$ cat src/rtl/mips_lsu_burst.sv
// ============================================================================
// mips_lsu_burst
//   Multi-word load/store sequencer between the register file and data SRAM.
//   Optional macro MIPS_LSU_ALIGN_CHECK_EN rejects unaligned or mis-paired bursts.
//   Revision: 1.0
// ============================================================================
`default_nettype none

module mips_lsu_burst #(
    parameter int MAX_WORDS = 4,
    parameter int CNT_W     = 3,
    parameter int ADDR_W    = 7,
    parameter int READ_LAT  = 1
) (
    input  logic              clk,
    input  logic              rst,
    input  logic              req_valid,
    output logic              req_ready,
    input  logic              req_store,
    input  logic [31:0]       req_addr,
    input  logic [CNT_W-1:0]  req_count,
    input  logic [4:0]        req_reg,
    output logic              stall,
    output logic              done,
    output logic              err,
    output logic [4:0]        reg_rd_idx,
    input  logic [31:0]       reg_rd_data,
    output logic              reg_wr_en,
    output logic [4:0]        reg_wr_idx,
    output logic [31:0]       reg_wr_data,
    output logic              CEN,
    output logic              WEN,
    output logic              OEN,
    output logic [ADDR_W-1:0] A,
    output logic [31:0]       Data2Mem,
    input  logic [31:0]       ReadDataMem
);

    localparam logic [CNT_W-1:0] c_max_cnt = CNT_W'(MAX_WORDS);

    typedef enum logic [1:0] {
        S_IDLE   = 2'd0,
        S_ACCESS = 2'd1,
        S_DRAIN  = 2'd2,
        S_DONE   = 2'd3
    } state_t;

    state_t            r_state;
    state_t            w_next;
    logic [ADDR_W-1:0] r_base;
    logic [CNT_W-1:0]  r_cnt;
    logic [CNT_W-1:0]  r_idx;
    logic [4:0]        r_reg;
    logic              r_store;
    logic              r_err;

    logic              w_bad;
    logic              w_last;
    logic              w_access;
    logic [ADDR_W-1:0] w_addr;
    logic [4:0]        w_reg_idx;
    logic              w_unused;

    assign w_access  = (r_state == S_ACCESS);
    assign w_last    = (r_idx == r_cnt - 1'b1);
    assign w_addr    = r_base + ADDR_W'(r_idx);
    assign w_reg_idx = r_reg + 5'(r_idx);

`ifdef MIPS_LSU_ALIGN_CHECK_EN
    assign w_unused = &{1'b0, req_addr[31:ADDR_W+2]};
    // An even-length burst from an odd register would split an FP pair.
    assign w_bad = (req_count == '0) || (req_count > c_max_cnt)
                || (req_addr[1:0] != 2'b00)
                || (req_reg[0] && !req_count[0]);
`else
    assign w_unused = &{1'b0, req_addr[31:ADDR_W+2], req_addr[1:0]};
    assign w_bad = (req_count == '0) || (req_count > c_max_cnt);
`endif

    always_ff @(posedge clk) begin
        if (rst) begin
            r_state <= S_IDLE;
        end else begin
            r_state <= w_next;
        end
    end

    always_ff @(posedge clk) begin
        if (rst) begin
            r_base  <= '0;
            r_cnt   <= '0;
            r_idx   <= '0;
            r_reg   <= '0;
            r_store <= 1'b0;
            r_err   <= 1'b0;
        end else if (r_state == S_IDLE && req_valid) begin
            r_base  <= req_addr[ADDR_W+1:2];
            r_cnt   <= req_count;
            r_idx   <= '0;
            r_reg   <= req_reg;
            r_store <= req_store;
            r_err   <= w_bad;
        end else if (w_access) begin
            r_idx <= r_idx + 1'b1;
        end
    end

    always_comb begin
        w_next   = r_state;
        unique case (r_state)
            S_IDLE: begin
                if (req_valid) begin
                    w_next = w_bad ? S_DONE : S_ACCESS;
                end
            end
            S_ACCESS: begin
                if (w_last) begin
                    w_next = (!r_store && READ_LAT == 1) ? S_DRAIN : S_DONE;
                end
            end
            S_DRAIN: w_next = S_DONE;
            S_DONE:  w_next = S_IDLE;
            default: w_next = S_IDLE;
        endcase
    end

    always_comb begin
        req_ready  = (r_state == S_IDLE);
        stall      = (r_state != S_IDLE);
        done       = (r_state == S_DONE);
        err        = (r_state == S_DONE) && r_err;
        CEN        = !w_access;
        WEN        = !(w_access && r_store);
        OEN        = !(w_access && !r_store);
        A          = w_access ? w_addr : '0;
        Data2Mem   = (w_access && r_store) ? reg_rd_data : 32'd0;
        reg_rd_idx = w_reg_idx;
    end

    generate
        if (READ_LAT == 0) begin : g_lat0
            assign reg_wr_en   = w_access && !r_store;
            assign reg_wr_idx  = w_reg_idx;
            assign reg_wr_data = ReadDataMem;
        end else begin : g_lat1
            // Writeback trails the SRAM issue by one cycle; the last one lands in DRAIN.
            logic       r_wb_en;
            logic [4:0] r_wb_idx;

            always_ff @(posedge clk) begin
                if (rst) begin
                    r_wb_en  <= 1'b0;
                    r_wb_idx <= '0;
                end else begin
                    r_wb_en  <= w_access && !r_store;
                    r_wb_idx <= w_reg_idx;
                end
            end

            assign reg_wr_en   = r_wb_en;
            assign reg_wr_idx  = r_wb_idx;
            assign reg_wr_data = ReadDataMem;
        end
    endgenerate

endmodule

`default_nettype wire

$ cat config.mk
export PLATFORM = sky130hd
export DESIGN_NAME = mips_lsu_burst
export DESIGN_NICKNAME = d
export VERILOG_FILES = /design/src/rtl/mips_lsu_burst.sv
export SDC_FILE = /design/constraint.sdc
export NUM_CORES = 1
export LEC_CHECK = 0
export CORE_MARGIN = 2
export CORE_UTILIZATION = 25
export DETAILED_ROUTE_END_ITERATION = 8
export MAX_ROUTING_LAYER = met4
export PLACE_DENSITY = 0.72
export SYNTH_ARGS = -nofsm -noshare
export SYNTH_HDL_FRONTEND = slang
export SYNTH_SLANG_ARGS = --single-unit
$ cat constraint.sdc
create_clock -name clk -period 2.4 [get_ports clk]
set_input_delay 0.36 -clock clk [delete_from_list [all_inputs] [get_ports clk]]
set_output_delay 0.36 -clock clk [all_outputs]
set_load 0.05 [all_outputs]
==> impl_metrics.toml <==
[run_status]
status = "finished, final reports clean"

[cells_and_area]
nets = 411
antenna_cells = 0
area_delta_synth_final_pct = 79.9
fin_area_um2 = 3340
final_util = 0.463
largest_reg_flops = 7
drive_gt1_frac = 0.253

[cts]
cts_sinks = 28
cts_setup_buffers = 0
clk_root_buffer_cell = "clkbuf_8"
cts_tree = "done"
insertion_delay_ns = 0.27
path_clk_slew_ns = 0.09
ctsHtreeMaxLevel = 1
cts_inserted_buffers = 3
clockBufferDepth = 2

[yosys]
netlist_area_um2 = 1860
synth.net_count = 336
netlist-cell-type-count = 29
yosysSeqAreaShare = 0.302
synth-seq-cells = 28
yosysWarnings = 0
synth_area_per_cell_um2 = 8.68
netlist_instances = 214

[sta]
fin_hold_ws_ns = 0.469
fin_crit_ns = 2.33
rsz0062_at_grt = "yes"
fin_crit_sh = 0.969
slew_headroom = 0.224
clock_skew_ns = 0.00223
report.final.slew_viol_count = 0
setup_tns_ns = 0
hold_viol = 0
worstMarginPinSlew_ns = 1.16
setup_viol = 0
fin_ws_ns = 0.0733
fmax_mhz = 430

[grt]
grt.busiest_layer = "met2"
grt_pass1_vias = 1729
use_met3 = 0.0176
grt_usage = 0.138
grt_max_degree = 42
grt_pass1_wl_mm = 8.97
antenna_found_initial = 0
gr-total-overflow = 0
grtUsageMet1 = 0.161
use_met2 = 0.243

[detailed_routing]
wl_per_cell_um = 14.5
firstDrtPassIters = 4
drcViolationCount = 0
wl_mm = 5.61
via_per_inst = 4.33
num_vias = 1677
dr.first_iter.drc_count = 74
drtAntennaViolNets = 0

[worst_setup_path]
cp_max_fo = 4
required_ns = 2.04
crit_arrival_ns = 1.97
reg2reg_slack_ns = 0.35
path_cells = "buf_4 -> ha_2 -> inv_1 -> fa_2 -> nor2b_1 -> o21ai_1 -> xnor2_2 -> buf_12"
reg2regPathDepth = 5
worstSetupEndpointType = "primary output"
cp_slowest_stage_delay_ns = 0.35
crit_type = "register to primary output"
worstSetupStartpointType = "register"
rr_endpoint = "r_base[4]"
cp_slowest_cell = "fa_2"
r2r_start = "r_state[0]"

[place]
pre_cts_ws_ns = 0.246
place_area_um2 = 3260
dp_hpwl_mm = 4.45
place_congestion = 0.819
placement.io_buffers = 107

[min_path]
hold_path_depth = 2
hold_path.class = "register to register"
worstHoldEndpoint = "r_err"
holdCritStartpoint = "r_err"

[floorplan]
start_util = 0.257
die_x_um = 90.2
core_um2 = 7210
dieHeight_um = 90.2
fp.dieArea_um2 = 8130
io_pins = 197
rows = 31

[job]
cap_viol_max_count = 0

[power_and_ir_drop]
p_leak_nw = 1.45
power_density_nw_per_um2 = 712
peakVddDrop_mv = 0.422
metal layers:
metal | wire [um] | vias up
met3 | 233 | 16
met4 | 91 | 0
met5 | 0 | -
met1 | 2340 | 779
met2 | 2940 | 44
li1 | - | 838
area by class of cell:
| class | count | area [um^2] |
|---|---|---|
| clock buffers | 4 | 55.1 |
| inverters | 12 | 45.0 |
| well taps | 99 | 124 |
| fillers | 679 | 3870 |
| repair buffers | 112 | 1530 |
| multi-input cells | 132 | 1020 |
| flip-flops and latches | 28 | 563 |
cells in the final DEF, fill, tap and decap left out, drive strengths merged:
cell,count
clkdlybuf4s50,61
buf,51
and3,32
dfxtp,28
nor2,14
inv,12
a22o,12
ha,12
nand2,9
nor2b,8
o21ai,7
xor2,6
xnor2,5
a21oi,5
clkbuf,4
nand2b,3
a21o,2
or3,2
and2,2
mux2i,2
a211o,2
fa,2
nor3,2
o2111ai,1
xnor3,1
nand3,1
o31ai,1
a2111oi,1
per-stage QoR:
stage | std cells | power (mW)
6_report | 387 | 2.38
5_1_grt | 387 | 2.52
4_1_cts | 387 | 2.39
3_5_place_dp | 383 | 2.10
3_3_place_gp | 383 | 2.06
2_1_floorplan | 214 | 1.67
how the worst max path moves through the flow:
stage / start / end
after floorplan: r_state[1] / A[2]
after global placement: r_base[0] / A[6]
final: r_idx[0] / reg_rd_idx[4]
after CTS: r_idx[0] / reg_rd_idx[4]
after detailed placement: req_valid / r_reg[4]
after global routing: r_base[0] / A[6]
repair_timing:
action | 4_1_cts | 5_1_grt
hold buffers | 0 | 0
gates resized for setup | 3 | 8
cloned | 0 | 0
endpoints found under the setup margin | 3 | 4
pin swaps | 1 | 2
cell usage after synthesis (all sizes together):
library cell	instances	area, um^2
ha	12	150
dfxtp	28	561
xor2	6	67.6
mux2i	2	20.0
nor2	14	52.6
xnor2	5	43.8
o31ai	1	7.51
nand2b	3	18.8
nand2	9	33.8
clkbuf	9	33.8
a2111oi	1	15.0
buf	33	244
xnor3	1	22.5
nor2b	8	50.1
o2111ai	1	8.76
fa	2	40.0
and2	2	12.5
o21ai	7	35.0
a21o	2	15.0
a211o	2	17.5
nor3	2	10.0
inv	12	45.0
a21oi	5	25.0
nand3	1	10.0
or3	2	12.5
and3	32	200
a22o	12	105
power breakdown:
group / switching (mW) / total, mW / leakage, nW / internal (mW)
clock network: 0.144 / 0.291 / 0.0288 / 0.147
logic: 0.875 / 1.47 / 1.19 / 0.599
registers: 0.0601 / 0.615 / 0.230 / 0.555
critical path, delay by kind of cell (launching register included):
kind | cells | cell delay [ns]
fa+ha+maj | 2 | 0.54
buf+inv | 3 | 0.37
flops | 1 | 0.34
xor+xnor | 1 | 0.21
simple gates | 1 | 0.12
compound gates | 1 | 0.10
cell families (layout without fill, tap and decap cells):
group                    after synthesis  after routing  share of synthesized area
AO/OA/AOI/OAI                         31             31                      0.123
XOR/XNOR                              12             12                     0.0721
adder cells (fa/ha/maj)               14             14                      0.102
buffers and inverters                 54            128                      0.174
flip-flops                            28             28                      0.302
multiplexers                           2              2                     0.0108
AND/OR/NAND/NOR                       73             73                      0.216
Power figures use the tool's default switching activity.
